[config.mk]
export PLATFORM = sky130hd
export DESIGN_NAME = mdu_sequencer
export DESIGN_NICKNAME = d
export VERILOG_FILES = /design/src/rtl/mdu_sequencer.sv
export SDC_FILE = /design/constraint.sdc
export NUM_CORES = 1
export LEC_CHECK = 0
export ABC_AREA = 1
export CAP_MARGIN = 10
export CORE_MARGIN = 3
export CORE_UTILIZATION = 56
export DETAILED_ROUTE_END_ITERATION = 10
export PLACE_DENSITY = 0.79
export SLEW_MARGIN = 25
export SYNTH_ARGS = -nofsm -noshare
export SYNTH_HDL_FRONTEND = slang
export SYNTH_SLANG_ARGS = --single-unit
[constraint.sdc]
create_clock -name clk -period 3.77 [get_ports clk]
set_input_delay 0.754 -clock clk [delete_from_list [all_inputs] [get_ports clk]]
set_output_delay 0.754 -clock clk [all_outputs]
set_load 0.005 [all_outputs]
[src/rtl/mdu_sequencer.sv]
// mdu_sequencer
// Sequences the multi-cycle HI/LO multiply unit in the EX stage. The unit
// multiplies iteratively with shift-add and can accumulate or subtract the
// product into HI/LO. It owns the HI/LO registers and raises stall_o for
// interlocks: mfhi/mflo, back-to-back MD ops and a blocking mul.
//
// Parameter:
//   BITS_PER_CYCLE  multiplier bits retired per CALC cycle (1, 2 or 4)
//
// Optional feature macro: MDU_EARLY_OUT_EN
//   defined   : CALC ends as soon as the remaining multiplier is zero
//   undefined : CALC always takes 32/BITS_PER_CYCLE cycles
//
// Ports:
//   clk, rst_n         clock (rising edge), async active-low reset
//   ex_valid_i         valid instruction in EX
//   ex_advance_i       EX moves to MEM this cycle
//   flush_i            squash EX instruction
//   sign_i, we_i, en_c_i, add_sub_i, hilo_i[1:0], mul_i  decoded MD controls
//   rs_data_i, rt_data_i  operands A (multiplicand) / B (multiplier)
//   hi_o, lo_o         HI/LO registers
//   mf_data_o          hi_o when hilo_i=10, else lo_o (combinational)
//   mul_result_o       low product word for mul
//   mul_valid_o        mul_result_o valid (WB of a mul)
//   stall_o            hold IF/ID/EX
//   busy_o             sequencer not idle
module mdu_sequencer #(
  parameter int BITS_PER_CYCLE = 2
) (
  input  logic        clk,
  input  logic        rst_n,
  input  logic        ex_valid_i,
  input  logic        ex_advance_i,
  input  logic        flush_i,
  input  logic        sign_i,
  input  logic        we_i,
  input  logic        en_c_i,
  input  logic        add_sub_i,
  input  logic [1:0]  hilo_i,
  input  logic        mul_i,
  input  logic [31:0] rs_data_i,
  input  logic [31:0] rt_data_i,
  output logic [31:0] hi_o,
  output logic [31:0] lo_o,
  output logic [31:0] mf_data_o,
  output logic [31:0] mul_result_o,
  output logic        mul_valid_o,
  output logic        stall_o,
  output logic        busy_o
);

  localparam int N_ITER = 32 / BITS_PER_CYCLE;
  localparam int CW     = $clog2(N_ITER);

  typedef enum logic [1:0] {S_IDLE, S_CALC, S_FIX, S_WB} state_t;

  state_t      state_q, state_d;
  logic [31:0] hi_q, hi_d, lo_q, lo_d;
  logic [63:0] mcand_q, mcand_d;
  logic [31:0] mplier_q, mplier_d;
  logic [63:0] prod_q, prod_d;
  logic [CW-1:0] cnt_q, cnt_d;
  logic        neg_q, neg_d, en_c_q, en_c_d, add_sub_q, add_sub_d, mul_q, mul_d;

  logic        md_op, mt_op, mf_op, busy, own_wb;
  logic [31:0] rs_mag, rt_mag, mplier_shift;
  logic [63:0] step_sum, hilo_new;
  logic        calc_done;

  assign md_op = we_i & (hilo_i == 2'b11);
  assign mt_op = we_i & ((hilo_i == 2'b10) | (hilo_i == 2'b01));
  assign mf_op = ~we_i & (hilo_i != 2'b00);
  assign busy  = (state_q != S_IDLE);
  // The mul sitting in EX during its own WB is the result consumer, not a
  // new MD op, so it must not stall against itself.
  assign own_wb = (state_q == S_WB) & mul_q;

  assign stall_o = ex_valid_i & ~flush_i &
                   (mul_i ? ~own_wb : ((mf_op | md_op | mt_op) & busy));

  // 0x80000000 negates to itself, which is the correct unsigned magnitude.
  assign rs_mag = (sign_i & rs_data_i[31]) ? (~rs_data_i + 32'd1) : rs_data_i;
  assign rt_mag = (sign_i & rt_data_i[31]) ? (~rt_data_i + 32'd1) : rt_data_i;

  assign mplier_shift = mplier_q >> BITS_PER_CYCLE;

  always_comb begin
    step_sum = prod_q;
    for (int i = 0; i < BITS_PER_CYCLE; i++) begin
      if (mplier_q[i]) step_sum = step_sum + (mcand_q << i);
    end
  end

`ifdef MDU_EARLY_OUT_EN
  assign calc_done = (cnt_q == '0) | (mplier_shift == 32'd0);
`else
  assign calc_done = (cnt_q == '0);
`endif

  assign hilo_new = en_c_q ? (add_sub_q ? ({hi_q, lo_q} - prod_q)
                                        : ({hi_q, lo_q} + prod_q))
                           : prod_q;

  always_comb begin
    state_d   = state_q;
    hi_d      = hi_q;
    lo_d      = lo_q;
    mcand_d   = mcand_q;
    mplier_d  = mplier_q;
    prod_d    = prod_q;
    cnt_d     = cnt_q;
    neg_d     = neg_q;
    en_c_d    = en_c_q;
    add_sub_d = add_sub_q;
    mul_d     = mul_q;
    // A flushed mul is still in EX, so it can be dropped without any write.
    // Non-mul ops have already left EX and always complete.
    if (busy & mul_q & flush_i) begin
      state_d = S_IDLE;
    end else begin
      case (state_q)
        S_IDLE: begin
          if (ex_valid_i & ~flush_i) begin
            if (md_op) begin
              mcand_d   = {32'd0, rs_mag};
              mplier_d  = rt_mag;
              prod_d    = 64'd0;
              cnt_d     = CW'(N_ITER - 1);
              neg_d     = sign_i & (rs_data_i[31] ^ rt_data_i[31]);
              en_c_d    = en_c_i;
              add_sub_d = add_sub_i;
              mul_d     = mul_i;
              state_d   = S_CALC;
            end else if (mt_op) begin
              if (hilo_i == 2'b10) hi_d = rs_data_i;
              else                 lo_d = rs_data_i;
            end
          end
        end
        S_CALC: begin
          prod_d   = step_sum;
          mplier_d = mplier_shift;
          mcand_d  = mcand_q << BITS_PER_CYCLE;
          cnt_d    = cnt_q - 1'b1;
          if (calc_done) state_d = S_FIX;
        end
        S_FIX: begin
          prod_d  = neg_q ? (~prod_q + 64'd1) : prod_q;
          state_d = S_WB;
        end
        S_WB: begin
          // mul holds WB (and its result) until the pipeline takes it.
          if (~mul_q | ex_advance_i) begin
            {hi_d, lo_d} = hilo_new;
            state_d      = S_IDLE;
          end
        end
        default: state_d = S_IDLE;
      endcase
    end
  end

  always_ff @(posedge clk or negedge rst_n) begin
    if (!rst_n) begin
      state_q   <= S_IDLE;
      hi_q      <= 32'd0;
      lo_q      <= 32'd0;
      mcand_q   <= 64'd0;
      mplier_q  <= 32'd0;
      prod_q    <= 64'd0;
      cnt_q     <= '0;
      neg_q     <= 1'b0;
      en_c_q    <= 1'b0;
      add_sub_q <= 1'b0;
      mul_q     <= 1'b0;
    end else begin
      state_q   <= state_d;
      hi_q      <= hi_d;
      lo_q      <= lo_d;
      mcand_q   <= mcand_d;
      mplier_q  <= mplier_d;
      prod_q    <= prod_d;
      cnt_q     <= cnt_d;
      neg_q     <= neg_d;
      en_c_q    <= en_c_d;
      add_sub_q <= add_sub_d;
      mul_q     <= mul_d;
    end
  end

  assign hi_o         = hi_q;
  assign lo_o         = lo_q;
  assign mf_data_o    = (hilo_i == 2'b10) ? hi_q : lo_q;
  assign mul_result_o = prod_q[31:0];
  assign mul_valid_o  = own_wb;
  assign busy_o       = busy;

endmodule
==> results.md, run 1 <==
* Stop stage: 5_1_grt
* Gr ovfl total at 85
* Root Buffer Master: clkbuf_16
* Clock tree buffer depth at 3
* Syn_area_per_cell at 5.81 sq um
* GRT Util Overall at 63.9%
* Status: did not finish
* DP Worst Slack at -0.761 ns
* Vias in the first global route at 48,788
* First-pass GRT wire length at 289 mm
* Cells after synthesis at 5,378
* Routability congestion estimate at 1.15
* Area after DPL at 0.0415 sq mm
* Post-CTS Hold Buffers at 0
* Die X-Extent at 242 um
* Synth warnings at 0
* Seq cells post-synth at 234
* FP Rows at 85
* IO buf count at 206
* Initial Utilization at 57.3%
* Largest net degree at the start of global routing at 86
* CTS sink cnt at 234
* Detailed placement HPWL at 129 mm
* Sequential area share after synthesis at 18.8%
* Cell area after synthesis at 0.0312 sq mm
* Die span in y at 242 um
* Placed cell count at 7,212
* Syn nets at 5,662
* Distinct cells, synth at 61
* CTS Buf Count at 34
* Error: [ERROR GRT-0116] Global routing finished with congestion. Check the congestion regions in the DRC Viewer.
* H-tree Lvls at 2
* I/O Pins at 207
-- layer usage --
layer,overflow,global-route usage [%]
met3,0,38.9
met4,40,54.9
met1,1,71.5
met5,0,4.58
met2,44,84.2
-- cell families after synthesis --
group | Yosys count | synth area share [%]
XOR/XNOR | 162 | 4.54
multiplexers | 1 | 0.0361
AO/OA/AOI/OAI | 1130 | 20.1
flip-flops | 234 | 18.8
AND/OR/NAND/NOR | 2734 | 36.6
adder cells (fa/ha/maj) | 208 | 8.41
buffers and inverters | 909 | 11.5
-- through the flow --
stage                     hold slack, ns  util (%)
after floorplan                    0.444         -
after CTS                          0.262      86.5
after global placement             0.462      76.3
after detailed placement           0.466      76.3
-- cells in the mapped netlist, drive strengths merged --
library cell / n / share of area (%)
nand3b: 24 / 0.58
o22ai: 76 / 1.6
o21ai: 422 / 6.8
clkbuf: 98 / 1.2
o21a: 17 / 0.41
and2: 3 / 0.060
nor4: 32 / 0.68
xor2: 135 / 3.8
o221ai: 24 / 0.67
a21oi: 447 / 7.2
a31oi: 11 / 0.22
inv: 723 / 8.7
o21bai: 59 / 1.4
a21boi: 10 / 0.24
nor2: 785 / 9.9
ha: 205 / 8.2
or2: 12 / 0.24
nor3: 58 / 1.1
nand2: 1409 / 17
mux2: 1 / 0.036
clkinv: 6 / 0.076
xnor2: 27 / 0.76
o31ai: 5 / 0.12
and3: 3 / 0.060
o211ai: 28 / 0.67
dfrtp: 234 / 19
o311ai: 1 / 0.028
a31o: 1 / 0.028
a21o: 15 / 0.36
o31a: 1 / 0.028
nand4: 48 / 0.96
nand3: 359 / 6.0
or3b: 1 / 0.028
a22oi: 10 / 0.24
buf: 82 / 1.6
a211oi: 2 / 0.048
fa: 3 / 0.19
a2111oi: 1 / 0.028
-- what timing repair did --
action | in CTS
pin swaps | 307
endpoints found under the setup margin | 100
gates cloned | 0
setup buffers | 96
gates resized for setup | 1008
==> run 2: changes to the inputs <==
- CORE_UTILIZATION: 56 -> 40
- PLACE_DENSITY: 0.79 -> default
- PLACE_DENSITY_LB_ADDON: default -> 0.15
- clock period: 3.77 -> 4.9 ns (I/O delays scaled with it)
==> run 2 against run 1 <==
Net effect:
- the run now ends clean
- area after synthesis did not move
- synthesized cell count did not move
==> results.md, run 2 <==
* Top delay family on crit path: simple AND/OR/NAND/NOR gates
* GRT Util Overall at 40.3%
* Fill count at 8,464
* CTS Buf Count at 35
* Synth warnings at 0
* Crit path time final at 4.78 ns
* Syn nets at 5,662
* FP Rows at 101
* Vias in the first global route at 36,235
* Slew @ Worst Pin at 1.08 ns
* CTS sink cnt at 234
* Die X-Extent at 285 um
* Area delta synth->final at 17.8%
* FF/Latch Area at 0.00586 sq mm
* Largest net degree at the start of global routing at 83
* Simple-Gate Fraction of Synth Area at 36.6%
* Skew final at 0.0358 ns
* Detailed placement HPWL at 141 mm
* Crit Path Max Fanout at 6
* Clock tree buffer depth at 3
* Layout Nets at 5,941
* Distinct cells, synth at 61
* Antenna cells at 0
* Dominant cells by area after synthesis: dfrtp_1 (19%), nand2_1 (17%), nor2_1 (9.1%)
* H-tree Lvls at 2
* Clock Latency Late Sink at 0.60 ns
* CTS tree: built
* DP Worst Slack at -0.00354 ns
* Synth top area share at 18.8%
* Initial DRC count at 4,596
* Die area at 0.0814 sq mm
* Layout cells sized above 1 at 7.78%
* Root Buffer Master: clkbuf_16
* DRT Wirelength at 170 mm
* Ys async rst share at 100%
* Combinational family with the most area after synthesis: simple AND/OR/NAND/NOR gates
* Cells after synthesis at 5,378
* Setup_tns at 0 ns
* CP Launch Point: prod_q[3]$_DFFE_PN0P_
* CP Buf/Inv Count at 1
* Antenna violations before repair at 3
* Most frequent cells after synthesis: nand2_1 (1,399), nor2_1 (754), inv_1 (705)
* Final Setup Violations at 0
* Critical path startpoint category: register
* Post-Synth XOR/XNOR Area at 4.54%
* Initial Utilization at 40.8%
* Multi-input gate area at 0.0220 sq mm
* Via density at 5.74
* Gr ovfl total at 0
* Fin crit share at 97.6%
* Worst R2R Start: prod_q[3]$_DFFE_PN0P_
* DR pass1 iterations at 7
* Seq cells post-synth at 234
* Cell area after synthesis at 0.0312 sq mm
* Final ANT Viol Nets at 0
* Synth Area in Adders at 8.41%
* Critical Path RT at 5.35 ns
* Critical Path Max Stage Delay at 0.51 ns
* DR WL/cell at 25.3 um
* Max-slew violation count at 0
* Top-count cell post-synth: nand2_1
* IO buf count at 206
* Syn_area_per_cell at 5.81 sq um
* Synth area leader: dfrtp_1
* Routed vias at 38,564
* Clock transition at path regs at 0.06 ns
* DRC at 0
* Setup ws final at 0.115 ns
* Most frequent cell on the critical path: nand2_1
* Max-cap violation count at 0
* Hold Fails Final Rpt at 0
* Compound-gate portion of the synthesized area at 20.1%
* Ys flop type: dfrtp_1
* RSZ-0062 raised after global routing: true
* Critical Path AT at 5.24 ns
* Hold crit path type: in -> async
* Mux contribution to synthesized area at 0.0361%
* Fmax achieved at 209 MHz
* Critical path type: reg -> reg
* Most common cell after layout, fill and taps aside: nand2_1
* Status: finished, final reports clean
* First-pass GRT wire length at 242 mm
* Critical Path End Type: register
* Slew headroom at 27.9%
* Top flop regs: mcand_q: 64 flops, prod_q: 64 flops
* Core footprint at 0.0766 sq mm
* Post-CTS Hold Buffers at 0
* Die span in y at 285 um
* I/O Pins at 207
* Post-synth EDFFs at 0
* Most frequent cells in the layout: nand2_1 (1,389), nor2_1 (740), inv_1 (699)
* Routability congestion estimate at 1.09
* Sequential area share after synthesis at 18.8%
* Slowest-stage cell, CP: dfrtp_1
[run 2: cell counts after synthesis]
Identical to the previous run, type by type.
[run 2: metal layers]
metal / part of all wire, % / global-route usage [%]
met1: 42 / 54.2
met2: 41 / 58.8
met3: 10 / 9.45
met4: 6.7 / 22.8
met5: 0.0077 / 0
[run 2: path summary, 6_finish.rpt]
check / endpoint / slack [ns] / cells past startpoint
setup / recovery: prod_q[48]$_DFFE_PN0P_ / 0.12 / 25
hold / removal: mcand_q[45]$_DFFE_PN0P_ / 0.40 / 1
setup reg to reg: prod_q[48]$_DFFE_PN0P_ / 0.12 / 25
hold reg to reg: mplier_q[7]$_DFFE_PN0P_ / 0.49 / 2
max in group asynchronous: prod_q[4]$_DFFE_PN0P_ / 3.46 / 2
min in group clk: mplier_q[7]$_DFFE_PN0P_ / 0.49 / 2
[run 2: cell families (layout without fill, tap and decap cells)]
| group | after synthesis | count (layout) |
|---|---|---|
| AO/OA/AOI/OAI | 1130 | 1130 |
| XOR/XNOR | 162 | 162 |
| adder cells (fa/ha/maj) | 208 | 208 |
| buffers and inverters | 909 | 1214 |
| flip-flops | 234 | 234 |
| multiplexers | 1 | 1 |
| AND/OR/NAND/NOR | 2734 | 2734 |
[run 2: stage by stage]
step / utilization (%) / cell area [sq um] / hold slack (ns) / std cells
after detailed placement: 46.2 / 35400 / 0.468 / 6642
after CTS: 47.7 / 36500 / 0.430 / 6705
after global placement: 46.2 / 35400 / 0.466 / 6642
after floorplan: - / 31200 / 0.444 / 5378
final: 48.0 / 36800 / 0.398 / 6713
after global routing: 48.0 / 36800 / 0.457 / 6713
[run 2: what timing repair did]
action	CTS	global route
gates resized for setup	3	75
endpoints found under the setup margin	2	42
hold endpoints to repair	0	0
buffers inserted	0	8
pin swaps	0	8
[run 2: area by class of cell]
class | instances | area share [%]
clock inverters | 15 | 0.476
inverters | 729 | 7.44
repair buffers | 422 | 10.2
flip-flops and latches | 234 | 15.9
well taps | 1030 | 3.50
multi-input cells | 4235 | 59.8
clock buffers | 48 | 2.65
Power of run 2 is left out: the tool's default activity adds up to more than one toggle a clock period on the data nets, which glitch-free logic cannot reach.
==> run 3: changes to the inputs <==
- RECOVER_POWER: default -> 50
==> run 3 against run 2 <==
Net effect:
- the flow now finishes with violations (max-capacitance violations, max-slew violations)
- critical endpoint is now prod_q[57]$_DFFE_PN0P_
- clock skew grew 0.00067 ns
- first-iteration DRC count down 2.7%
- fmax grew 0.22%
- highest routed layer unchanged
==> results.md, run 3 (synthesized netlist as in run 2, its figures left out) <==
* WHS Path Cells at 2
* IO buf count at 206
* Max-slew violation count at 147
* Critical Path End Type: register
* Antenna cells at 0
* Vias in the first global route at 36,235
* Reg2reg path depth at 26
* Largest net degree at the start of global routing at 83
* Top flop regs: mcand_q: 64 flops, prod_q: 64 flops
* Critical path type: reg -> reg
* Crit path time final at 4.77 ns
* Final ANT Viol Nets at 0
* Critical Path AT at 5.23 ns
* Max-cap violation count at 2
* Most common cell after layout, fill and taps aside: nand2_1
* Area after DPL at 0.0354 sq mm
* Met3 wire length at 17.4 mm
* RSZ-0062 raised after global routing: true
* DR WL/cell at 25.2 um
* Routability congestion estimate at 1.09
* Layout cells sized above 1 at 7.67%
* Hold path start: mplier_q[8]$_DFFE_PN0P_
* Detailed placement HPWL at 141 mm
* Failing checks: max-capacitance violations, max-slew violations
* Die span in y at 285 um
* Clock tree buffer depth at 3
* I/O Pins at 207
* Slew @ Worst Pin at 2.51 ns
* First-pass GRT wire length at 242 mm
* Routed vias at 38,524
* Fin crit share at 97.4%
* Critical path startpoint category: register
* DRC at 0
* Slew headroom at -67.5%
* Worst R2R Start: prod_q[3]$_DFFE_PN0P_
* DR pass1 iterations at 6
* Critical Path Max Stage Delay at 0.51 ns
* Initial Utilization at 40.8%
* R2r setup slk at 0.13 ns
* Clock transition at path regs at 0.06 ns
* Hold Fails Final Rpt at 0
* Clock Latency Late Sink at 0.60 ns
* Crit Path Max Fanout at 6
* GRT Util Overall at 40.3%
* Skew final at 0.0365 ns
* Metal2 WL at 68.8 mm
* Critical Path RT at 5.36 ns
* Most frequent cell on the critical path: nand2_1
* Initial DRC count at 4,472
* CTS Buf Count at 35
* Top delay family on crit path: compound AO/OA/AOI/OAI gates
* Via density at 5.74
* Root Buffer Master: clkbuf_16
* Hold crit path type: reg -> reg
* Met1 WL at 71.5 mm
* Slowest-stage cell, CP: dfrtp_1
* CP Buf/Inv Count at 2
* Layout Nets at 5,941
* Die area at 0.0814 sq mm
* Setup_tns at 0 ns
* Final Core Density at 48.0%
* Die X-Extent at 285 um
* Fmax achieved at 209 MHz
* Area delta synth->final at 17.7%
* Worst R2R End: prod_q[57]$_DFFE_PN0P_
* Status: finished with violations
* Gr ovfl total at 0
* FP Rows at 101
* Post-CTS Hold Buffers at 0
* Max layer used: met5
* Finished Cell Area at 0.0367 sq mm
* H-tree Lvls at 2
* DRT Wirelength at 169 mm
* Critical path depth at 26
* CTS tree: built
* Most frequent cells in the layout: nand2_1 (1,389), nor2_1 (742), inv_1 (700)
* Core footprint at 0.0766 sq mm
* CTS sink cnt at 234
* Final Setup Violations at 0
* Antenna violations before repair at 3
* CP Launch Point: prod_q[3]$_DFFE_PN0P_
* Hold path endpoint: mplier_q[8]$_DFFE_PN0P_
run 3: cell count changes in the layout (fill, tap and decap cells not counted), sizes merged:
| cell | previous run | this run |
|---|---|---|
| buf | 217 | 214 |
| clkbuf | 48 | 51 |
| clkdlybuf4s50 | 205 | 151 |
| dlygate4sd3 | 0 | 54 |
run 3: layout make-up:
class,count,area [sq um]
clock buffer,48,975
multi-input combinational,4235,22000
clock inverter,15,175
tap,1030,1290
fill,8468,39800
inverter,729,2740
sequential,234,5860
timing repair buffer,422,3720
run 3: how the worst max path moves through the flow:
stage	endpoint	slack, ns
2_1_floorplan	prod_q[38]$_DFFE_PN0P_	1.24
4_1_cts	prod_q[57]$_DFFE_PN0P_	0.06
3_3_place_gp	prod_q[61]$_DFFE_PN0P_	-0.01
6_report	prod_q[57]$_DFFE_PN0P_	0.13
5_1_grt	prod_q[60]$_DFFE_PN0P_	-0.03
3_5_place_dp	prod_q[61]$_DFFE_PN0P_	-0.004
run 3: per-stage QoR:
step	instances	setup WS [ns]	hold WS (ns)
after detailed placement	6642	-0.00354	0.468
after global routing	6713	-0.0284	0.499
after CTS	6705	0.0641	0.430
after floorplan	5378	1.24	0.444
after global placement	6642	-0.0129	0.466
final	6713	0.126	0.484
run 3: tightest hold or removal path: cells and delay by family (launching register included):
| kind | cells | cell delay [ns] |
|---|---|---|
| AND/OR/NAND/NOR | 2 | 0.10 |
| flip-flops | 1 | 0.35 |
run 3: repair_timing:
action / 4_1_cts / 5_1_grt
gates resized for setup: 3 / 75
pin swaps: 0 / 8
endpoints found under the hold margin: 0 / 0
setup endpoints to repair: 2 / 42
setup buffers: 0 / 8
run 3: layer usage:
metal  up-vias  track usage [%]
met5         -                0
met4         2             22.8
met1     18000             54.2
met2      1994             58.8
met3       402             9.45
li1      18126                -
Power of run 3 is left out for the same reason.
